File: src/rtl/ham_decode_arb.sv
// ham_decode_arb: round-robin arbiter for two codeword sources feeding one
// shared Hamming(7,4) syndrome/correction stage, with a held result and a
// saturating count of corrected-error events.
// Optional build macro: HAM_DATA_INV_EN drives out_data active-low
// (inverted corrected data, reset value 4'b1111).
//
// Handshake: a transfer happens on a rising clock edge where valid and ready
// are both high. Sources must hold valid and code until they see ready.
// a_ready/b_ready are combinational from state, valids and last_grant, and
// are high only in IDLE. out_valid stays high, with out_* stable, until
// out_ready is seen high.
module ham_decode_arb #(
   parameter int CNT_W = 8
) (
   input  logic             clk,
   input  logic             rst_n,
   input  logic             a_valid,
   input  logic [6:0]       a_code,
   output logic             a_ready,
   input  logic             b_valid,
   input  logic [6:0]       b_code,
   output logic             b_ready,
   output logic             out_valid,
   input  logic             out_ready,
   output logic             out_src,
   output logic [3:0]       out_data,
   output logic [2:0]       out_syndrome,
   output logic [CNT_W-1:0] err_count,
   input  logic             err_clr,
   output logic [1:0]       dbg_state
);

   typedef enum logic [1:0] {
      IDLE   = 2'd0,
      DECODE = 2'd1,
      HOLD   = 2'd2
   } state_t;

`ifdef HAM_DATA_INV_EN
   localparam logic [3:0] DATA_RST = 4'b1111;
`else
   localparam logic [3:0] DATA_RST = 4'b0000;
`endif

   state_t           state_q, state_d;
   logic [6:0]       code_q, code_d;
   logic             src_q, src_d;
   logic             last_grant_q, last_grant_d;   // 0 = A, 1 = B
   logic             out_valid_q, out_valid_d;
   logic             out_src_q, out_src_d;
   logic [3:0]       out_data_q, out_data_d;
   logic [2:0]       out_syndrome_q, out_syndrome_d;
   logic [CNT_W-1:0] err_count_q, err_count_d;

   logic             grant_a, grant_b;
   logic [2:0]       syn;
   logic [6:0]       flip_mask;
   logic [6:0]       fixed;
   logic [3:0]       data_true;

   // Syndrome and single-bit correction of the captured codeword.
   always_comb begin
      syn[2] = code_q[3] ^ code_q[4] ^ code_q[5] ^ code_q[6];
      syn[1] = code_q[1] ^ code_q[2] ^ code_q[5] ^ code_q[6];
      syn[0] = code_q[0] ^ code_q[2] ^ code_q[4] ^ code_q[6];
      flip_mask = 7'b0;
      if (syn != 3'd0) begin
         flip_mask[syn - 3'd1] = 1'b1;
      end
      fixed     = code_q ^ flip_mask;
      data_true = {fixed[6], fixed[5], fixed[4], fixed[2]};
   end

   // Round-robin choice: on contention the source not granted last time wins.
   always_comb begin
      grant_a = a_valid && (!b_valid || last_grant_q);
      grant_b = b_valid && !grant_a;
   end

   // Next-state, capture, decode-register and counter logic.
   always_comb begin
      state_d        = state_q;
      code_d         = code_q;
      src_d          = src_q;
      last_grant_d   = last_grant_q;
      out_valid_d    = out_valid_q;
      out_src_d      = out_src_q;
      out_data_d     = out_data_q;
      out_syndrome_d = out_syndrome_q;
      err_count_d    = err_count_q;
      a_ready        = 1'b0;
      b_ready        = 1'b0;
      case (state_q)
         IDLE: begin
            // Readies are masked while reset is asserted.
            a_ready = grant_a && rst_n;
            b_ready = grant_b && rst_n;
            if (grant_a || grant_b) begin
               code_d       = grant_a ? a_code : b_code;
               src_d        = grant_b;
               last_grant_d = grant_b;
               state_d      = DECODE;
            end
         end
         DECODE: begin
`ifdef HAM_DATA_INV_EN
            out_data_d = ~data_true;
`else
            out_data_d = data_true;
`endif
            out_syndrome_d = syn;
            out_src_d      = src_q;
            out_valid_d    = 1'b1;
            state_d        = HOLD;
            if ((syn != 3'd0) && (err_count_q != {CNT_W{1'b1}})) begin
               err_count_d = err_count_q + CNT_W'(1);
            end
         end
         HOLD: begin
            if (out_ready) begin
               out_valid_d = 1'b0;
               state_d     = IDLE;
            end
         end
         default: state_d = IDLE;
      endcase
      // A clear beats a same-cycle increment.
      if (err_clr) begin
         err_count_d = '0;
      end
   end

   // State and datapath registers, asynchronously reset.
   always_ff @(posedge clk or negedge rst_n) begin
      if (!rst_n) begin
         state_q        <= IDLE;
         code_q         <= 7'd0;
         src_q          <= 1'b0;
         last_grant_q   <= 1'b1;
         out_valid_q    <= 1'b0;
         out_src_q      <= 1'b0;
         out_data_q     <= DATA_RST;
         out_syndrome_q <= 3'd0;
         err_count_q    <= '0;
      end else begin
         state_q        <= state_d;
         code_q         <= code_d;
         src_q          <= src_d;
         last_grant_q   <= last_grant_d;
         out_valid_q    <= out_valid_d;
         out_src_q      <= out_src_d;
         out_data_q     <= out_data_d;
         out_syndrome_q <= out_syndrome_d;
         err_count_q    <= err_count_d;
      end
   end

   assign out_valid    = out_valid_q;
   assign out_src      = out_src_q;
   assign out_data     = out_data_q;
   assign out_syndrome = out_syndrome_q;
   assign err_count    = err_count_q;
   assign dbg_state    = state_q;

endmodule

File: config.mk
export PLATFORM = sky130hd
export DESIGN_NAME = ham_decode_arb
export DESIGN_NICKNAME = d
export VERILOG_FILES = /design/src/rtl/ham_decode_arb.sv
export SDC_FILE = /design/constraint.sdc
export NUM_CORES = 1
export LEC_CHECK = 0
export ABC_AREA = 1
export CAP_MARGIN = 10
export CORE_ASPECT_RATIO = 1.5
export CORE_MARGIN = 2
export CORE_UTILIZATION = 48
export CTS_BUF_LIST = sky130_fd_sc_hd__clkbuf_4 sky130_fd_sc_hd__clkbuf_8 sky130_fd_sc_hd__clkbuf_16
export DETAILED_ROUTE_END_ITERATION = 7
export PLACE_DENSITY = 0.8
export SLEW_MARGIN = 15
export SYNTH_ARGS = -nofsm -noshare
export SYNTH_HDL_FRONTEND = slang
export SYNTH_SLANG_ARGS = --single-unit
File: constraint.sdc
create_clock -name clk -period 2.9 [get_ports clk]
set_clock_uncertainty 0.2 [all_clocks]
set_input_delay 0.58 -clock clk [delete_from_list [all_inputs] [get_ports clk]]
set_output_delay 0.58 -clock clk [all_outputs]
set_load 0.03 [all_outputs]
==> results of run 1 <==
## power breakdown
part / switching (W) / total [W] / internal (W)
logic: 0.000937 / 0.00152 / 0.000581
registers: 0.000123 / 0.000668 / 0.000545
clock network: 0.000119 / 0.000304 / 0.000185
total: 0.00118 / 0.00249 / 0.00131
## placed cells by master (no fill, tap or decap), drive strengths merged, types with 4 or more instances in the layout
| cell type | synthesis | final |
|---|---|---|
| nand2 | 42 | 42 |
| clkdlybuf4s50 | 0 | 38 |
| dfrtp | 27 | 27 |
| inv | 26 | 26 |
| o21ai | 20 | 20 |
| nand3 | 20 | 20 |
| nor2 | 15 | 15 |
| o22ai | 5 | 5 |
| buf | 2 | 5 |
| xnor2 | 4 | 4 |
| nor3 | 4 | 4 |
| a21oi | 4 | 4 |
## logic make-up (layout without fill, tap and decap cells)
logic type               after synthesis  count (layout)  synth area share [%]
AO/OA/AOI/OAI                         33              33                  12.5
XOR/XNOR                               7               7                  4.05
adder cells (fa/ha/maj)                3               3                  2.48
flip-flops                            28              28                  46.4
AND/OR/NAND/NOR                       86              86                  26.9
buffers and inverters                 29              73                  7.69
## worst max-delay path by stage
| stage | startpoint | to |
|---|---|---|
| finish | b_valid | b_ready |
| global route | code_q[6] | out_data[1] |
| CTS | b_valid | b_ready |
| detailed placement | b_valid | b_ready |
| global placement | b_valid | b_ready |
| floorplan | b_valid | a_ready |
## state kept, by name (all words and copies together) (netlist names)
register	flops
dbg_state	2
src_q	1
out_data	4
code_q	7
out_src	1
out_syndrome	3
last_grant_q	1
out_valid	1
err_count	8
## per-stage QoR
stage	util (%)	area, µm²	setup slack, ns	hold slack, ns
after floorplan	-	1510	0.619	0.0844
after global placement	64.1	1960	0.437	0.268
after detailed placement	64.1	1960	0.391	0.274
after CTS	66.4	2040	0.392	0.297
after global routing	66.4	2040	0.203	0.330
final	66.4	2040	0.395	0.291
## worst register-to-register path, cell delays in order, from the launching register on
cell and delay [ns]:
dfrtp_1 0.45, inv_2 0.09, nand2_1 0.08, nand3_2 0.09, nand3_1 0.16, nand2_2 0.10
ha_1 0.20, ha_1 0.30, nor3_1 0.40, nand3_1 0.13, nand3_1 0.09, nand2_1 0.05
## routing by layer
metal	part of all wire (%)	track usage (%)	vias up
met5	0	0	-
met4	2.9	11.4	0
met3	4.2	3.07	9
met2	57	39.1	42
met1	36	19.8	634
li1	-	-	701
## cell type report
type,instances,area [µm²]
repair buffers,43,418
clock inverters,1,30.0
fillers,293,1030
flip-flops and latches,28,702
multi-input cells,129,694
well taps,40,50.0
clock buffers,3,41.3
inverters,26,100
==> flow_metrics.env, run 1 <==
export IMPL_io_pins=41
export IMPL_startpoint_type="input pin"
export IMPL_fin_cells=270
export IMPL_status="completed"
export IMPL_cts_root_buf="clkbuf_8"
export IMPL_power_w=0.00249
export IMPL_worst_slew_margin_rel_pct=70.7
export IMPL_synth_area_per_cell_um2=8.13
export IMPL_synth_common_cells="nand2_1, dfrtp_1, inv_1"
export IMPL_min_period_over_period_pct=86.4
export IMPL_grt_antenna_before_repair=0
export IMPL_synth_edf_count=0
export IMPL_synth_top_cells_by_area="dfrtp_1, nand2_1, o21ai_0, inv_1, nand3_1"
export IMPL_die_area_um2=3630
export IMPL_post_drt_wl_per_cell_um=11.8
export IMPL_start_util_pct=49.3
export IMPL_grt_max_degree=29
export IMPL_placed_cells=266
export IMPL_wirelength_um=3180
export IMPL_viasPerCell=5.13
export IMPL_port_buffers=40
export IMPL_grtUsageTotal_pct=20.2
export IMPL_syn2layout_area_growth_pct=34.6
export IMPL_drc_errors=0
export IMPL_crit_type="input pin to output pin"
export IMPL_ys_ff_latch=28
export IMPL_cts_resized=0
export IMPL_hold_violations=0
export IMPL_syn_nets=209
export IMPL_yosys_most_used_dff="dfrtp_1"
export IMPL_yosysTopAreaCellShare_pct=44.7
export IMPL_synth_top_area_cell="dfrtp_1"
export IMPL_worstReg2RegEnd="out_data[1]"
export IMPL_die_w_um=49.8
export IMPL_r2r_slack_ns=0.46
export IMPL_post_cts_buffers=0
export IMPL_cp_end_kind="output pin"
export IMPL_drive_gt1_share_pct=11.3
export IMPL_hold_path_class="flop to flop"
export IMPL_crit_family="buffers and inverters"
export IMPL_worstPathRequired_ns=2.12
export IMPL_grt_first_pass_wirelength_um=5620
export IMPL_yosysWarningCount=0
export IMPL_synth_cells=186
export IMPL_grt_pass1_vias=1351
export IMPL_diodes=0
export IMPL_cts_tree="built"
export IMPL_max_stage_delay_ns=0.49
export IMPL_dp_hpwl_um=2600
export IMPL_finalSetupTns_ns=0
export IMPL_post_route_min_period_ns=2.50
export IMPL_layout_nets=254
export IMPL_cts_hold_buf=0
export IMPL_tightest_slew_ns=0.437
export IMPL_path_depth=6
export IMPL_h_tree_depth=1
export IMPL_cts_clk_slew_worst_paths_ns=0.09
export IMPL_slew_violations=0
export IMPL_vias=1386
export IMPL_ir_drop_mv=0.625
export IMPL_clockBufferDepth=2
export IMPL_timing_fmax_ghz=0.399
export IMPL_yosysMostFrequentCell="nand2_1"
export IMPL_row_count=25
export IMPL_rsz0062_at_grt="false"
export IMPL_die_y_um=72.8
export IMPL_hold_depth=2
export IMPL_cts_buffers=3
export IMPL_first_pass_iters=4
export IMPL_yosysUniqueCellTypes=30
export IMPL_whs_endpoint="out_data[2]"
export IMPL_reg2reg_depth=11
export IMPL_ant_nets=0
export IMPL_grt_ovfl_total=0
export IMPL_gp_congestion=0.847
export IMPL_min_from="out_data[2]"
export IMPL_path_cells="clkdlybuf4s50_1, inv_2, o21ai_2, nand3_1, nor2_1, buf_4"
export IMPL_cp_max_fo=4
export IMPL_powerDensity_nw_per_um2=1220
export IMPL_numClockSinks=28
export IMPL_clk_latency_ns=0.28
export IMPL_power_leakage_nw=0.926
export IMPL_cp_num_buf_inv=3
export IMPL_finalSetupViolCount=0
export IMPL_core_area_um2=3070
export IMPL_async_flop_share_pct=100
export IMPL_maxCapViolations=0
export IMPL_arrival_ns=1.72
export IMPL_slowest_stage="clkdlybuf4s50_1"
export IMPL_syn_cell_area_um2=1510
export IMPL_synth_seq_area_share_pct=46.4
export IMPL_dr_first_iter_drc_count=21
export IMPL_r2r_start="code_q[2]"
Power figures use the tool's default switching activity.
==> run 2, diff against run 1 <==
Settings changed: SETUP_SLACK_MARGIN set to 0.3.
==> run 2 against run 1 <==
Against the previous run: critical path depth unchanged; first-iteration DRC count down 14%; worst setup slack better by 0.032 ns; die area unchanged; clock-buffer cell count unchanged; critical path type unchanged; critical endpoint unchanged; largest cell class is now multi-input gates; largest power group unchanged.
==> flow_metrics.env, run 2 (same netlist as run 1, synthesis figures left out) <==
export IMPL_start_util_pct=49.3
export IMPL_startpoint_type="input pin"
export IMPL_layout_nets=254
export IMPL_cp_max_fo=4
export IMPL_first_pass_iters=5
export IMPL_cts_tree="built"
export IMPL_drive_gt1_share_pct=11.7
export IMPL_grt_max_degree=29
export IMPL_gp_congestion=0.847
export IMPL_arrival_ns=1.69
export IMPL_crit_type="input pin to output pin"
export IMPL_ir_drop_mv=0.639
export IMPL_dp_hpwl_um=2600
export IMPL_grt_met2_usage_pct=39.1
export IMPL_viasPerCell=5.14
export IMPL_h_tree_depth=1
export IMPL_cts_buffers=3
export IMPL_hold_depth=2
export IMPL_worstPathRequired_ns=2.12
export IMPL_seq_area_um2=702
export IMPL_io_pins=41
export IMPL_die_w_um=49.8
export IMPL_reg2reg_depth=12
export IMPL_ant_nets=0
export IMPL_fill_cells=290
export IMPL_diodes=0
export IMPL_tightest_slew_ns=0.440
export IMPL_clockBufferDepth=2
export IMPL_min_from="out_data[2]"
export IMPL_clk_latency_ns=0.28
export IMPL_grt_busiest_layer="met2"
export IMPL_vias=1388
export IMPL_post_route_min_period_ns=2.47
export IMPL_timing_fmax_ghz=0.404
export IMPL_r2r_slack_ns=0.53
export IMPL_numClockSinks=28
export IMPL_cts_resized=0
export IMPL_holdWs_ns=0.291
export IMPL_multiInputGateArea_um2=707
export IMPL_wirelength_um=3210
export IMPL_grt_pass1_vias=1351
export IMPL_row_count=25
export IMPL_drc_errors=0
export IMPL_cts_clk_slew_worst_paths_ns=0.09
export IMPL_port_buffers=40
export IMPL_finalSetupViolCount=0
export IMPL_post_drt_wl_per_cell_um=11.9
export IMPL_r2r_start="code_q[2]"
export IMPL_syn2layout_area_growth_pct=35.4
export IMPL_die_y_um=72.8
export IMPL_dr_first_iter_drc_count=18
export IMPL_status="completed"
export IMPL_grt_use_met3_pct=3.07
export IMPL_grt_first_pass_wirelength_um=5620
export IMPL_power_leakage_nw=0.928
export IMPL_powerDensity_nw_per_um2=1240
export IMPL_whs_endpoint="out_data[2]"
export IMPL_mostFrequentLayoutCells="nand2_1, clkdlybuf4s50_1, dfrtp_1, inv_1, o21ai_0"
export IMPL_use_met1_pct=19.8
export IMPL_rsz0062_at_grt="false"
export IMPL_cts_root_buf="clkbuf_8"
export IMPL_core_area_um2=3070
export IMPL_cts_hold_buf=0
export IMPL_hold_path_class="flop to flop"
export IMPL_fin_ws_ns=0.427
export IMPL_hold_violations=0
export IMPL_post_cts_buffers=0
export IMPL_slew_violations=0
export IMPL_grt_ovfl_total=0
export IMPL_cp_end_kind="output pin"
export IMPL_finalSetupTns_ns=0
export IMPL_die_area_um2=3630
export IMPL_grt_antenna_before_repair=0
export IMPL_largest_reg_flops=8
export IMPL_worst_slew_margin_rel_pct=70.6
export IMPL_pre_cts_slack_ns=0.391
export IMPL_grtUsageTotal_pct=20.2
export IMPL_final_util_pct=66.8
export IMPL_min_period_over_period_pct=85.3
export IMPL_worstReg2RegEnd="err_count[4]"
export IMPL_maxCapViolations=0
==> run 2: cell count changes in the layout (fill, tap and decap cells not counted) <==
cell and change:
nor3_1 -1, nor3_2 +1, o21ai_4 +1, o21ai_2 -1
==> run 2: how the worst max path moves through the flow <==
stage | cells after the start | startpoint | endpoint | slack (ns)
floorplan | 4 | b_valid | a_ready | 0.62
global placement | 6 | b_valid | b_ready | 0.44
detailed placement | 6 | b_valid | b_ready | 0.39
CTS | 6 | b_valid | b_ready | 0.39
global route | 6 | b_valid | b_ready | 0.33
finish | 6 | b_valid | b_ready | 0.43
==> run 2: power breakdown <==
| part | switching, W | internal, W | leakage, nW | total, W |
|---|---|---|---|---|
| registers | 0.000125 | 0.000545 | 0.353 | 0.000670 |
| logic | 0.000963 | 0.000597 | 0.540 | 0.00156 |
| clock network | 0.000118 | 0.000185 | 0.0357 | 0.000303 |
==> run 2: through the flow <==
| step | cell area [µm²] | cells | total power [W] |
|---|---|---|---|
| 2_1_floorplan | 1510 | 186 | 0.00175 |
| 3_3_place_gp | 1960 | 266 | 0.00213 |
| 3_5_place_dp | 1960 | 266 | 0.00219 |
| 4_1_cts | 2040 | 270 | 0.00251 |
| 5_1_grt | 2050 | 270 | 0.00274 |
| 6_report | 2050 | 270 | 0.00253 |
==> run 2: final cells by class <==
cell class / count / share of cell area [%]
timing repair buffer: 43 / 20.4
clock buffer: 3 / 2.02
clock inverter: 1 / 1.47
sequential: 28 / 34.3
multi-input combinational: 129 / 34.5
tap: 40 / 2.44
inverter: 26 / 4.89
==> run 2: critical path, cell delays in order <==
cell and delay [ns]:
clkdlybuf4s50_1 0.49, inv_2 0.06, o21ai_4 0.16, nand3_1 0.14
nor2_1 0.10, buf_4 0.16
==> run 2: per-layer routing <==
layer	part of all wire, %	wire length (µm)
met1	37	1180
met2	57	1820
met3	3.4	110
met4	2.8	91
met5	0	0
==> run 3, diff against run 2 <==
Settings changed: SLEW_MARGIN 15 to 10.
==> results of run 3 <==
The final DEF is identical to that of run 2; final timing and power are the same.
